## src/rtl/float_norm_round_pkg.sv

```systemverilog
// float_norm_round_pkg: shared float field widths, limits, state encoding and packed-result offsets.
package float_norm_round_pkg;
  localparam int EXP_W    = 8;
  localparam int FRAC_W   = 23;
  localparam int INT_W    = 3;
  localparam int GRS_W    = 3;
  localparam int MANT_W   = INT_W + FRAC_W + GRS_W;
  localparam int BIAS     = 2 ** (EXP_W - 1) - 1;
  localparam int EXP_MAX  = 2 ** EXP_W - 1;
  localparam int RES_W    = 1 + EXP_W + FRAC_W;
  localparam int SIGN_POS = EXP_W + FRAC_W;
  localparam int EXP_LSB  = FRAC_W;
  localparam int FRAC_LSB = 0;
  typedef enum logic [1:0] {S_IDLE, S_NORM, S_ROUND} fnr_state_t;
endpackage

```

## src/rtl/fnr_round_pack.sv

```systemverilog
// fnr_round_pack: round-to-nearest-even on a normalized/denormal mantissa, renormalize and pack.
module fnr_round_pack
  import float_norm_round_pkg::*;
#(
  parameter int EXP_W  = float_norm_round_pkg::EXP_W,
  parameter int FRAC_W = float_norm_round_pkg::FRAC_W,
  parameter int GRS_W  = float_norm_round_pkg::GRS_W
) (
  input  logic                      i_sign,
  input  logic [FRAC_W+GRS_W:0]     i_mant,
  input  logic signed [EXP_W+1:0]   i_exp,
  output logic [EXP_W+FRAC_W:0]     o_result,
  output logic                      o_overflow,
  output logic                      o_underflow
);
  localparam logic signed [EXP_W+1:0] EXP_TOP = (EXP_W + 2)'(2 ** EXP_W - 1);
  logic                    w_up;
  logic [FRAC_W+1:0]       w_sum;
  logic [FRAC_W:0]         w_sig;
  logic signed [EXP_W+1:0] w_exp;
  logic                    w_norm;
  always_comb begin
    w_up        = i_mant[GRS_W-1] & (i_mant[GRS_W-2] | (|i_mant[GRS_W-3:0]) | i_mant[GRS_W]);
    w_sum       = {1'b0, i_mant[FRAC_W+GRS_W:GRS_W]} + (FRAC_W + 2)'(w_up);
    w_sig       = w_sum[FRAC_W+1] ? w_sum[FRAC_W+1:1] : w_sum[FRAC_W:0];
    w_exp       = i_exp + (EXP_W + 2)'(w_sum[FRAC_W+1]);
    w_norm      = w_sig[FRAC_W];
    o_overflow  = w_exp >= EXP_TOP;
    o_underflow = !o_overflow && !w_norm && (|i_mant);
    o_result    = o_overflow ? {i_sign, {EXP_W{1'b1}}, {FRAC_W{1'b0}}}
                : {i_sign, w_norm ? w_exp[EXP_W-1:0] : {EXP_W{1'b0}}, w_sig[FRAC_W-1:0]};
  end
endmodule

```

## src/rtl/float_norm_round.sv

```systemverilog
// float_norm_round: iterative normalize (one shift per cycle), round-to-nearest-even and IEEE-754 pack.
module float_norm_round
  import float_norm_round_pkg::*;
#(
  parameter int EXP_W  = float_norm_round_pkg::EXP_W,
  parameter int FRAC_W = float_norm_round_pkg::FRAC_W,
  parameter int INT_W  = float_norm_round_pkg::INT_W,
  parameter int GRS_W  = float_norm_round_pkg::GRS_W
) (
  input  logic                          clk,
  input  logic                          reset,
  input  logic                          start,
  input  logic                          sign_in,
  input  logic [EXP_W-1:0]              exp_in,
  input  logic [INT_W+FRAC_W+GRS_W-1:0] mant_in,
  output logic [EXP_W+FRAC_W:0]         result,
  output logic                          done,
  output logic                          busy,
  output logic                          overflow,
  output logic                          underflow
);
  localparam int MW = INT_W + FRAC_W + GRS_W;
  localparam int NB = FRAC_W + GRS_W;
  localparam int XW = EXP_W + 2;
  fnr_state_t           r_state, w_state_nxt;
  logic                 r_sign;
  logic [MW-1:0]        r_mant, w_mant_nxt;
  logic signed [XW-1:0] r_exp, w_exp_nxt;
  logic [EXP_W+FRAC_W:0] r_result, w_result;
  logic                 r_done, r_ovf, r_unf;
  logic                 w_ovf, w_unf, w_hi;
  assign w_hi = |r_mant[MW-1:NB+1];
  always_comb begin
    w_state_nxt = r_state;
    w_mant_nxt  = r_mant;
    w_exp_nxt   = r_exp;
    case (r_state)
      S_IDLE: if (start) begin
        w_state_nxt = S_NORM;
        w_mant_nxt  = mant_in;
        w_exp_nxt   = (exp_in == '0) ? XW'(1) : XW'(exp_in);
      end
      S_NORM: if (r_mant == '0) begin
        w_state_nxt = S_ROUND;
      end else if (w_hi) begin
        // the bit dropped on a right shift folds into sticky
        w_mant_nxt = {1'b0, r_mant[MW-1:2], r_mant[1] | r_mant[0]};
        w_exp_nxt  = r_exp + XW'(1);
      end else if (!r_mant[NB] && r_exp > XW'(1)) begin
        w_mant_nxt = {r_mant[MW-2:0], 1'b0};
        w_exp_nxt  = r_exp - XW'(1);
      end else begin
        w_state_nxt = S_ROUND;
      end
      default: w_state_nxt = S_IDLE;
    endcase
  end
  always_ff @(posedge clk) begin
    if (reset) begin
      r_state  <= S_IDLE;
      r_sign   <= 1'b0;
      r_mant   <= '0;
      r_exp    <= '0;
      r_result <= '0;
      r_done   <= 1'b0;
      r_ovf    <= 1'b0;
      r_unf    <= 1'b0;
    end else begin
      r_state <= w_state_nxt;
      r_mant  <= w_mant_nxt;
      r_exp   <= w_exp_nxt;
      r_done  <= r_state == S_ROUND;
      if (r_state == S_IDLE && start) begin
        r_sign <= sign_in;
        r_ovf  <= 1'b0;
        r_unf  <= 1'b0;
      end
      if (r_state == S_ROUND) begin
        r_result <= w_result;
        r_ovf    <= w_ovf;
        r_unf    <= w_unf;
      end
    end
  end
  fnr_round_pack #(.EXP_W(EXP_W), .FRAC_W(FRAC_W), .GRS_W(GRS_W)) u_round_pack (
    .i_sign     (r_sign),
    .i_mant     (r_mant[NB:0]),
    .i_exp      (r_exp),
    .o_result   (w_result),
    .o_overflow (w_ovf),
    .o_underflow(w_unf)
  );
  assign result    = r_result;
  assign done      = r_done;
  assign busy      = r_state != S_IDLE;
  assign overflow  = r_ovf;
  assign underflow = r_unf;
endmodule

```

## config.mk

```make
export PLATFORM = sky130hd
export DESIGN_NAME = float_norm_round
export DESIGN_NICKNAME = d
export VERILOG_FILES = /design/src/rtl/float_norm_round_pkg.sv /design/src/rtl/fnr_round_pack.sv /design/src/rtl/float_norm_round.sv
export SDC_FILE = /design/constraint.sdc
export NUM_CORES = 1
export LEC_CHECK = 0
export ABC_CLOCK_PERIOD_IN_PS = 4700
export CORE_ASPECT_RATIO = 0.9
export CORE_MARGIN = 2
export CORE_UTILIZATION = 53
export DETAILED_ROUTE_END_ITERATION = 8
export PLACE_DENSITY = 0.77
export SETUP_SLACK_MARGIN = 0.3
export SLEW_MARGIN = 15
export SYNTH_ARGS = -nofsm -noshare
export SYNTH_HDL_FRONTEND = slang
export SYNTH_SLANG_ARGS = --single-unit
```

## constraint.sdc

```tcl
create_clock -name clk -period 4.7 [get_ports clk]
set_input_delay 0.47 -clock clk [delete_from_list [all_inputs] [get_ports clk]]
set_output_delay 0.47 -clock clk [all_outputs]
set_load 0.02 [all_outputs]
```

==> flow_summary.yaml, run 1 <==
cts:
  holdBufCountCts: 0
  cts_tree: "yes"
  cts.reportedPaths.clkPinSlew_ns: 0.08
  clock_latency_ns: 0.36
  cts.sinks: 77
  cts_buffer_depth: 2
  cts_root_buffer: "clkbuf_8"
  postCtsSetupBuffers: 0
  cts_made_buffers: 9
  ctsHtreeMaxLevel: 3
sta:
  setup_slack_ns: 0.709
  setup_tns_ns: 0
  post-route-period-util: 0.849
  final_max_slew_viol_count: 0
  fmax_mhz: 251
  setup_violations: 0
  tightest_slew_ns: 1.10
  finalHoldViolCount: 0
  rsz0062_at_grt: "no"
  fin_crit_ns: 3.99
  slew-limit-headroom: 0.266
  fin_skew_ns: 0.0121
critical_path:
  start_kind: "flip-flop"
  crit_path_max_fanout: 14
  reg2reg_depth: 13
  crit_arrival_ns: 4.25
  path_class: "reg -> reg"
  reg2reg_from: "r_mant[3]$_SDFFE_PP0P_"
  r2r-end: "result[1]$_SDFFE_PP0P_"
  cp.required_ns: 4.96
  cp-end-kind: "flip-flop"
  reg2reg_slack_ns: 0.71
place:
  pre_cts_ws_ns: 0.414
  portBuffers: 76
  gp_congestion: 0.901
  placed_cells: 715
  hpwl_microns: 8470
drt:
  wl_microns: 12200
  vias: 4573
  viasPerCell: 6.26
  ant_nets: 0
  avgRoutedWirePerCell_microns: 16.7
  first_iter_violations: 381
  dr.pass1.iters: 5
  remaining_drc_errors: 0
synth:
  ys_warn_count: 0
  synth_edf_count: 0
  syn_inst: 590
  synth_mux_area_frac: 0.00730
  synth-seq-area-share: 0.346
  synth_top_family_by_area: "simple AND/OR/NAND/NOR gates"
  netlist_area_sq_um: 4450
  synth_cell_type_count: 61
  avgSynthCellArea_sq_um: 7.55
  syn_nets: 637
  synth_compound_area_frac: 0.234
  synth-seq-cells: 77
  synthSimpleGateAreaFrac: 0.286
  synth_xor_xnor_area_share: 0.0452
  synth_fa_ha_area_frac: 0.0169
  netlist.area_leader.share: 0.346
  async_reset_ff_frac: 0
  ys.flop_type: "dfxtp_1"
  synth.largest_area_cell: "dfxtp_1"
  ys_top_cells_by_area: "dfxtp_1, nand2_1, o211ai_1, a21oi_1, nand3_1"
layout:
  layout.cells.non_filler: 731
  mostFrequentLayoutCells: "nand2_1, dfxtp_1, clkdlybuf4s50_1"
  area_growth_pct: 21.5
  final_common_cell: "nand2_1"
  antenna_cells: 0
  final_util: 0.667
  nets: 675
  n_fill_cell: 690
  drive_gt1_frac: 0.0633
grt:
  grt_first_pass_wirelength_microns: 19800
  grt_pass1_vias: 4024
  overflow: 0
  grt.total_usage: 0.266
  grt_antenna_before_repair: 0
  grt_max_degree: 64
outcome:
  status: "finished, final reports clean"
floorplanning:
  coreArea_sq_um: 8110
  die_h_microns: 91.0
  start_util: 0.549
  dieArea_sq_um: 9150
  die_width_microns: 101
  num_io_pins: 77
  rows: 31
hold_path:
  hp-class: "reg -> reg"
  hp-start: "result[11]$_SDFFE_PP0P_"
  worstHoldEndpoint: "result[11]$_SDFFE_PP0P_"
  holdPathStages: 2
flow_run:
  cap_violations: 0
power:
  total_power_uw: 2590
  p_leak_uw: 0.00189
  power_density_nw_per_um2: 480
  peakVddDrop_mv: 0.303
-- per-layer routing --
metal,global-route usage,vias to the layer above,part of all wire
li1,-,2193,-
met1,0.383,2127,0.45
met2,0.402,237,0.46
met3,0.0508,16,0.087
met4,0.0822,0,0.013
met5,0,-,0
-- final cells by class --
cell class	instances	area, sq um	area share
clock buffer	9	124	0.0229
inverter	6	22.5	0.00416
clock inverter	6	113	0.0208
multi-input combinational	451	2670	0.494
tap	99	124	0.0229
timing repair buffer	83	813	0.150
sequential	77	1540	0.285
-- cell usage after synthesis, types with 11 or more instances --
master / number
a22o_1: 12
buf_2: 12
a21oi_1: 46
nand2_1: 123
nor2_1: 27
o211ai_1: 32
xnor2_1: 16
dfxtp_1: 77
o21ai_0: 19
nor4_1: 11
clkbuf_1: 36
nor3_1: 16
nand3_1: 34
-- worst max-delay path by stage --
stage                                 startpoint                      end  depth (start not counted)  slack, ns
after CTS                 r_mant[2]$_SDFFE_PP0P_  result[17]$_SDFFE_PP0P_                         13       0.36
after detailed placement  r_mant[2]$_SDFFE_PP0P_  result[17]$_SDFFE_PP0P_                         13       0.41
after global routing      r_mant[2]$_SDFFE_PP0P_  result[15]$_SDFFE_PP0P_                         13       0.43
after floorplan           r_mant[2]$_SDFFE_PP0P_  result[18]$_SDFFE_PP0P_                         14       0.96
after global placement    r_mant[2]$_SDFFE_PP0P_  result[17]$_SDFFE_PP0P_                         13       0.68
final                     r_mant[3]$_SDFFE_PP0P_   result[1]$_SDFFE_PP0P_                         13       0.71
-- metrics by stage --
stage                     area (sq um)  hold WS, ns
final                             5410        0.461
after global routing              5410        0.475
after CTS                         5380        0.465
after detailed placement          5150        0.446
after global placement            5150        0.439
after floorplan                   4450        0.432
-- critical path: stages (launching register included) --
cell       delay [ns]
dfxtp_1          0.40
and2_1           0.15
ha_1             0.19
nand4_1          0.15
or3_1            0.51
nor3_4           0.30
ha_1             0.26
ha_1             0.28
nand3_1          0.14
or3_1            0.37
a2111oi_1        0.41
o221a_2          0.33
nor3_4           0.10
a32o_1           0.30
-- cell families (layout without fill, tap and decap cells) --
family | count (synthesis) | count (layout)
and+or+nand+nor | 266 | 267
DFF | 77 | 77
buffers and inverters | 63 | 104
AOI/OAI and AO/OA | 152 | 152
xor gates and xnor gates | 23 | 23
muxes | 3 | 3
adders and majority gates | 6 | 6
-- state kept, by name (all words and copies together), names as in the netlist --
name / count
r_mant: 29
result: 32
overflow: 1
r_state: 2
done: 1
r_sign: 1
r_exp: 10
underflow: 1
-- power breakdown --
part | switching (uW) | total, uW | internal, uW
clock network | 257 | 608 | 351
registers | 240 | 1010 | 766
logic | 578 | 981 | 403
total | 1070 | 2590 | 1520
-- timing repair --
item                                    CTS  global route
hold endpoints to repair                  0             0
gates resized for setup                   0             5
endpoints found under the setup margin    0            33
Note: power is estimated with default switching activity, not from simulation.
==> inputs of run 2 (changes only) <==
--- a/config.mk
+++ b/config.mk
@@ -5,12 +5,12 @@
 export SDC_FILE = /design/constraint.sdc
 export NUM_CORES = 1
 export LEC_CHECK = 0
-export ABC_CLOCK_PERIOD_IN_PS = 4700
+export ABC_CLOCK_PERIOD_IN_PS = 3540
 export CORE_ASPECT_RATIO = 0.9
 export CORE_MARGIN = 2
-export CORE_UTILIZATION = 53
+export CORE_UTILIZATION = 48
 export DETAILED_ROUTE_END_ITERATION = 8
-export PLACE_DENSITY = 0.77
+export PLACE_DENSITY = 0.73
 export SETUP_SLACK_MARGIN = 0.3
 export SLEW_MARGIN = 15
 export SYNTH_ARGS = -nofsm -noshare
==> constraint.sdc (replaced) <==
create_clock -name clk -period 3.54 [get_ports clk]
set_input_delay 0.354 -clock clk [delete_from_list [all_inputs] [get_ports clk]]
set_output_delay 0.354 -clock clk [all_outputs]
set_load 0.02 [all_outputs]
==> run 2 against run 1 <==
Critical path depth up 1. Power up 36%. Sequential power up 19%. Clock skew about the same. Clock-buffer cell count up 2. Largest cell class unchanged.
==> flow_summary.yaml, run 2 (synthesized netlist as in run 1, its figures left out) <==
outcome:
  status: "finished, final reports clean"
grt:
  grt.total_usage: 0.267
  grt_first_pass_wirelength_microns: 21200
  grt_max_degree: 64
  overflow: 0
  grt_antenna_before_repair: 0
  grt_pass1_vias: 4229
sta:
  setup_tns_ns: 0
  setup_violations: 0
  fin_hold_ws_ns: 0.459
  fmax_mhz: 301
  post-route-period-util: 0.938
  tightest_slew_ns: 1.11
  fin_crit_ns: 3.32
  fin_skew_ns: 0.0125
  rsz0062_at_grt: "yes"
  slew-limit-headroom: 0.257
  finalHoldViolCount: 0
  final_max_slew_viol_count: 0
drt:
  wl_microns: 13200
  remaining_drc_errors: 0
  vias: 4768
  first_iter_violations: 435
  dr.pass1.iters: 7
  avgRoutedWirePerCell_microns: 16.6
  viasPerCell: 6.00
  ant_nets: 0
place:
  portBuffers: 76
  gp_congestion: 0.945
  hpwl_microns: 9140
  placed_cells: 762
  place_area_sq_um: 5440
cts:
  cts.reportedPaths.clkPinSlew_ns: 0.08
  ctsHtreeMaxLevel: 3
  cts_tree: "yes"
  cts_buffer_depth: 2
  holdBufCountCts: 0
  cts.sinks: 77
  clock_latency_ns: 0.37
  cts_root_buffer: "clkbuf_8"
  cts_made_buffers: 9
layout:
  largest_reg_flops: 32
  final_common_cell: "nand2_1"
  nets: 715
  area_growth_pct: 30.6
  fin_area_sq_um: 5820
  drive_gt1_frac: 0.138
  antenna_cells: 0
  mostFrequentLayoutCells: "nand2_1, clkdlybuf4s50_1, dfxtp_1"
  layout.cells.non_filler: 795
floorplanning:
  rows: 33
  dieArea_sq_um: 10100
  start_util: 0.490
  die_width_microns: 106
  num_io_pins: 77
  die_h_microns: 95.4
  coreArea_sq_um: 9080
critical_path:
  cp-end-kind: "flip-flop"
  start_kind: "flip-flop"
  path_class: "reg -> reg"
  cp.required_ns: 3.80
  crit_arrival_ns: 3.58
  crit_path_max_fanout: 7
power:
  peakVddDrop_mv: 0.431
  p_leak_uw: 0.00209
  total_power_uw: 3520
  power_density_nw_per_um2: 605
flow_run:
  cap_violations: 0
hold_path:
  hp-class: "reg -> reg"
[run 2: changes by cell type in the layout (fill, tap and decap cells not counted), moves of 2 or more]
cell	previous run	this run
and2_4	0	2
dfxtp_1	76	74
clkinv_4	2	0
bufinv_16	3	1
buf_4	7	45
and2_1	4	2
or3_1	8	6
or3_4	0	2
ha_4	0	2
ha_1	6	3
[run 2: cell type report]
type,count,area [sq um]
multi-input combinational,450,2740
timing repair buffer,124,1150
inverter,6,22.5
tap,122,153
clock inverter,5,57.6
clock buffer,11,141
fill,778,3270
sequential,77,1550
[run 2: worst paths after layout]
kind                                        startpoint                      to  slack (ns)  depth (start not counted)
worst max-delay path            r_mant[2]$_SDFFE_PP0P_  result[1]$_SDFFE_PP0P_        0.22                         14
worst min-delay path            result[7]$_SDFFE_PP0P_  result[7]$_SDFFE_PP0P_        0.46                          2
worst max register to register  r_mant[2]$_SDFFE_PP0P_  result[1]$_SDFFE_PP0P_        0.22                         14
worst min register to register  result[7]$_SDFFE_PP0P_  result[7]$_SDFFE_PP0P_        0.46                          2
[run 2: worst max-delay path, cell delays in order (launching register included)]
cell	delay [ns]
dfxtp_4	0.35
and2_4	0.14
ha_4	0.12
nand4_1	0.10
or3_4	0.37
nor3_4	0.25
ha_2	0.24
ha_4	0.15
nand3_4	0.07
or3_4	0.41
a2111oi_4	0.30
o221a_2	0.28
nor3_4	0.07
buf_12	0.16
a32o_1	0.21
[run 2: power by group]
part	total, uW	internal [uW]	switching (uW)
clock network	697	347	350
registers	1200	1020	180
logic	1620	656	966
[run 2: metal layers]
| metal | vias up | track usage | part of all wire | routed length (microns) |
|---|---|---|---|---|
| met1 | 2202 | 0.368 | 0.45 | 5970 |
| met3 | 31 | 0.0663 | 0.088 | 1160 |
| met2 | 251 | 0.417 | 0.45 | 5900 |
| met4 | 0 | 0.0779 | 0.015 | 203 |
| met5 | - | 0 | 0 | 0 |
| li1 | 2284 | - | - | - |
[run 2: stage by stage]
| step | worst slack (ns) | util |
|---|---|---|
| finish | 0.220 | 0.640 |
| global route | 0.0940 | 0.640 |
| CTS | 0.207 | 0.636 |
| detailed placement | -0.0594 | 0.598 |
| global placement | 0.0411 | 0.598 |
| floorplan | 0.323 | - |
[run 2: timing repair]
item,CTS,global route
cloned,1,0
pin swaps,11,10
gates resized for setup,7,3
setup buffers,11,5
endpoints found under the setup margin,33,33
==> inputs of run 3 (changes only) <==
--- a/config.mk
+++ b/config.mk
@@ -6,13 +6,15 @@
 export NUM_CORES = 1
 export LEC_CHECK = 0
 export ABC_CLOCK_PERIOD_IN_PS = 3540
+export CAP_MARGIN = 20
 export CORE_ASPECT_RATIO = 0.9
 export CORE_MARGIN = 2
-export CORE_UTILIZATION = 48
+export CORE_UTILIZATION = 49
 export DETAILED_ROUTE_END_ITERATION = 8
-export PLACE_DENSITY = 0.73
+export PLACE_DENSITY = 0.74
 export SETUP_SLACK_MARGIN = 0.3
 export SLEW_MARGIN = 15
 export SYNTH_ARGS = -nofsm -noshare
 export SYNTH_HDL_FRONTEND = slang
+export SYNTH_HIERARCHICAL = 1
 export SYNTH_SLANG_ARGS = --single-unit
==> run 3 against run 2 <==
Synthesized cell count rose by 5.9%. Global-route usage fell by 0.31 points. Via count rose by 4.4%. Sequential share of layout area fell by 0.85 points. Clock power fell by 16%. Register-to-register slack improved by 0.17 ns. Critical endpoint is now result[2]$_SDFFE_PP0P_. Fmax rose by 5.5%. Wire length rose by 4.5%. Setup slack improved by 0.17 ns. Final cell count rose by 5.0%. Non-clock buffer count fell by 17. First-iteration DRC count rose by 0.23%.
==> flow_summary.yaml, run 3 <==
sta:
  fin_skew_ns: 0.0113
  final_max_slew_viol_count: 0
  fin_crit_ns: 3.15
  fmax_mhz: 318
  rsz0062_at_grt: "no"
  post-route-period-util: 0.889
  setup_tns_ns: 0
  slew-limit-headroom: 0.381
  setup_violations: 0
  finalHoldViolCount: 0
  tightest_slew_ns: 0.928
layout:
  largest_reg_flops: 32
  final_common_cell: "nand2_1"
  area_growth_pct: 24.8
  layout.cells.non_filler: 835
  drive_gt1_frac: 0.140
  mostFrequentLayoutCells: "nand2_1, clkdlybuf4s50_1, dfxtp_1"
  antenna_cells: 0
  nets: 751
hold_path:
  hp-class: "in -> reg"
power:
  p_leak_uw: 0.00203
  peakVddDrop_mv: 0.455
  power_density_nw_per_um2: 612
outcome:
  status: "finished, final reports clean"
drt:
  first_iter_violations: 436
  ant_nets: 0
  viasPerCell: 5.96
  vias: 4976
  dr.pass1.iters: 5
  wl_microns: 13800
  remaining_drc_errors: 0
  avgRoutedWirePerCell_microns: 16.6
place:
  placed_cells: 813
  hpwl_microns: 9810
  portBuffers: 76
  gp_congestion: 0.976
grt:
  met3_usage: 0.0481
  grt_pass1_vias: 4516
  grt_antenna_before_repair: 0
  grt.total_usage: 0.264
  grt_first_pass_wirelength_microns: 22800
  use_met2: 0.393
  busiest_layer: "met1"
  grt_max_degree: 40
  overflow: 0
  grt_use_met1: 0.393
critical_path:
  critPathSlowestCell: "a2111o_1"
  path_common_cell: "ha_4"
  cpPeakStageDelay_ns: 0.46
  cp-end-kind: "flip-flop"
  cp.required_ns: 3.77
  crit_chain: "and2_4, ha_4, nand2_2, or2_4, nor4_4, ha_4, ha_4, nand2_2, or3_1, a2111o_1, a22o_4, clkinv_8, a21oi_1, nand2_1, a21oi_1"
  crit_arrival_ns: 3.37
  path_class: "reg -> reg"
  crit_path_max_fanout: 12
  start_kind: "flip-flop"
floorplanning:
  num_io_pins: 77
  coreArea_sq_um: 9660
  die_width_microns: 109
  start_util: 0.501
  die_h_microns: 98.3
  dieArea_sq_um: 10700
  rows: 34
cts:
  clock_latency_ns: 0.34
  ctsHtreeMaxLevel: 3
  cts_buffer_depth: 2
  cts_tree: "yes"
  cts_root_buffer: "clkbuf_8"
  cts.reportedPaths.clkPinSlew_ns: 0.08
  cts.sinks: 77
  cts_made_buffers: 9
synth:
  avgSynthCellArea_sq_um: 7.74
  synth_cell_type_count: 73
  ys_top_cells_by_area: "dfxtp_1, nand2_1, a21oi_1, mux2i_1, xnor2_1"
  synth.largest_area_cell: "dfxtp_1"
  synth-seq-area-share: 0.319
  async_reset_ff_frac: 0
  synth.most_common_cell: "nand2_1"
  ys.flop_type: "dfxtp_1"
  syn_nets: 672
  synth_commonest_cells: "nand2_1, dfxtp_1, a21oi_1, o21ai_0, inv_1"
  syn_inst: 625
  synth_edf_count: 0
  synth-seq-cells: 77
  ys_warn_count: 6
  netlist_area_sq_um: 4840
  netlist.area_leader.share: 0.319
flow_run:
  cap_violations: 0
run 3: changes by cell type after synthesis, sizes merged, moves of 16 or more:
cell and change:
mux2i +26, inv +25, o211ai -21, nand3 -19
o21ai +18, o221ai +18, a21oi +16
run 3: metrics by stage:
step	power [uW]	hold WS (ns)	area, sq um	setup WS, ns	utilization
after floorplan	2560	0.437	4920	0.233	-
after global placement	3000	0.439	5770	0.382	0.597
after detailed placement	3040	0.447	5770	0.237	0.598
after CTS	3650	0.366	6030	0.316	0.624
after global routing	3950	0.375	6040	0.313	0.625
final	3700	0.386	6040	0.394	0.625
run 3: kinds of logic after synthesis:
| logic type | share of synthesized area |
|---|---|
| AO/OA/AOI/OAI | 0.219 |
| XOR/XNOR | 0.0471 |
| adder cells (fa/ha/maj) | 0.0155 |
| buffers and inverters | 0.0804 |
| flip-flops | 0.319 |
| multiplexers | 0.0605 |
| AND/OR/NAND/NOR | 0.259 |
run 3: what timing repair did:
item                                    in CTS  in global routing
endpoints found under the setup margin      18                 30
pin swaps                                    6                  2
resized for setup                           12                  4
buffers inserted                             3                  0
hold buffers                                 0                  0
cloned                                       3                  0
run 3: metal layers:
layer / share of wire / routed length, microns / up-vias
met5: 0 / 0 / -
met4: 0.016 / 217 / 0
met3: 0.080 / 1110 / 22
met2: 0.44 / 6080 / 264
met1: 0.46 / 6430 / 2286
li1: - / - / 2404
run 3: power by group:
group,switching (uW),total (uW),internal (uW),leakage [uW]
Clock,332,586,254,0.0000860
Sequential,234,1260,1020,0.000630
Combinational,1090,1850,765,0.00132
run 3: layout make-up:
type	instances	area, sq um
Clock buffer	10	128
Timing Repair Buffer	107	988
Multi-Input combinational cell	475	3010
Sequential cell	77	1560
Fill cell	919	3620
Clock inverter	6	40.0
Inverter	32	133
Timing Repair inverter	2	25.0
Tap cell	126	158
run 3: critical path, delay by kind of cell (launching register included):
kind,cells,cell delay (ns)
flip-flops,1,0.35
buffers and inverters,1,0.10
AO/OA/AOI/OAI,4,0.89
AND/OR/NAND/NOR,7,1.21
adder cells (fa/ha/maj),3,0.47
run 3: final timing paths:
path | startpoint | to | slack (ns) | cells after the start
min | reset | r_mant[25]$_SDFFE_PP0P_ | 0.39 | 2
max | r_mant[2]$_SDFFE_PP0P_ | result[2]$_SDFFE_PP0P_ | 0.39 | 15
min reg2reg | result[0]$_SDFFE_PP0P_ | result[0]$_SDFFE_PP0P_ | 0.46 | 2
max reg2reg | r_mant[2]$_SDFFE_PP0P_ | result[2]$_SDFFE_PP0P_ | 0.39 | 15
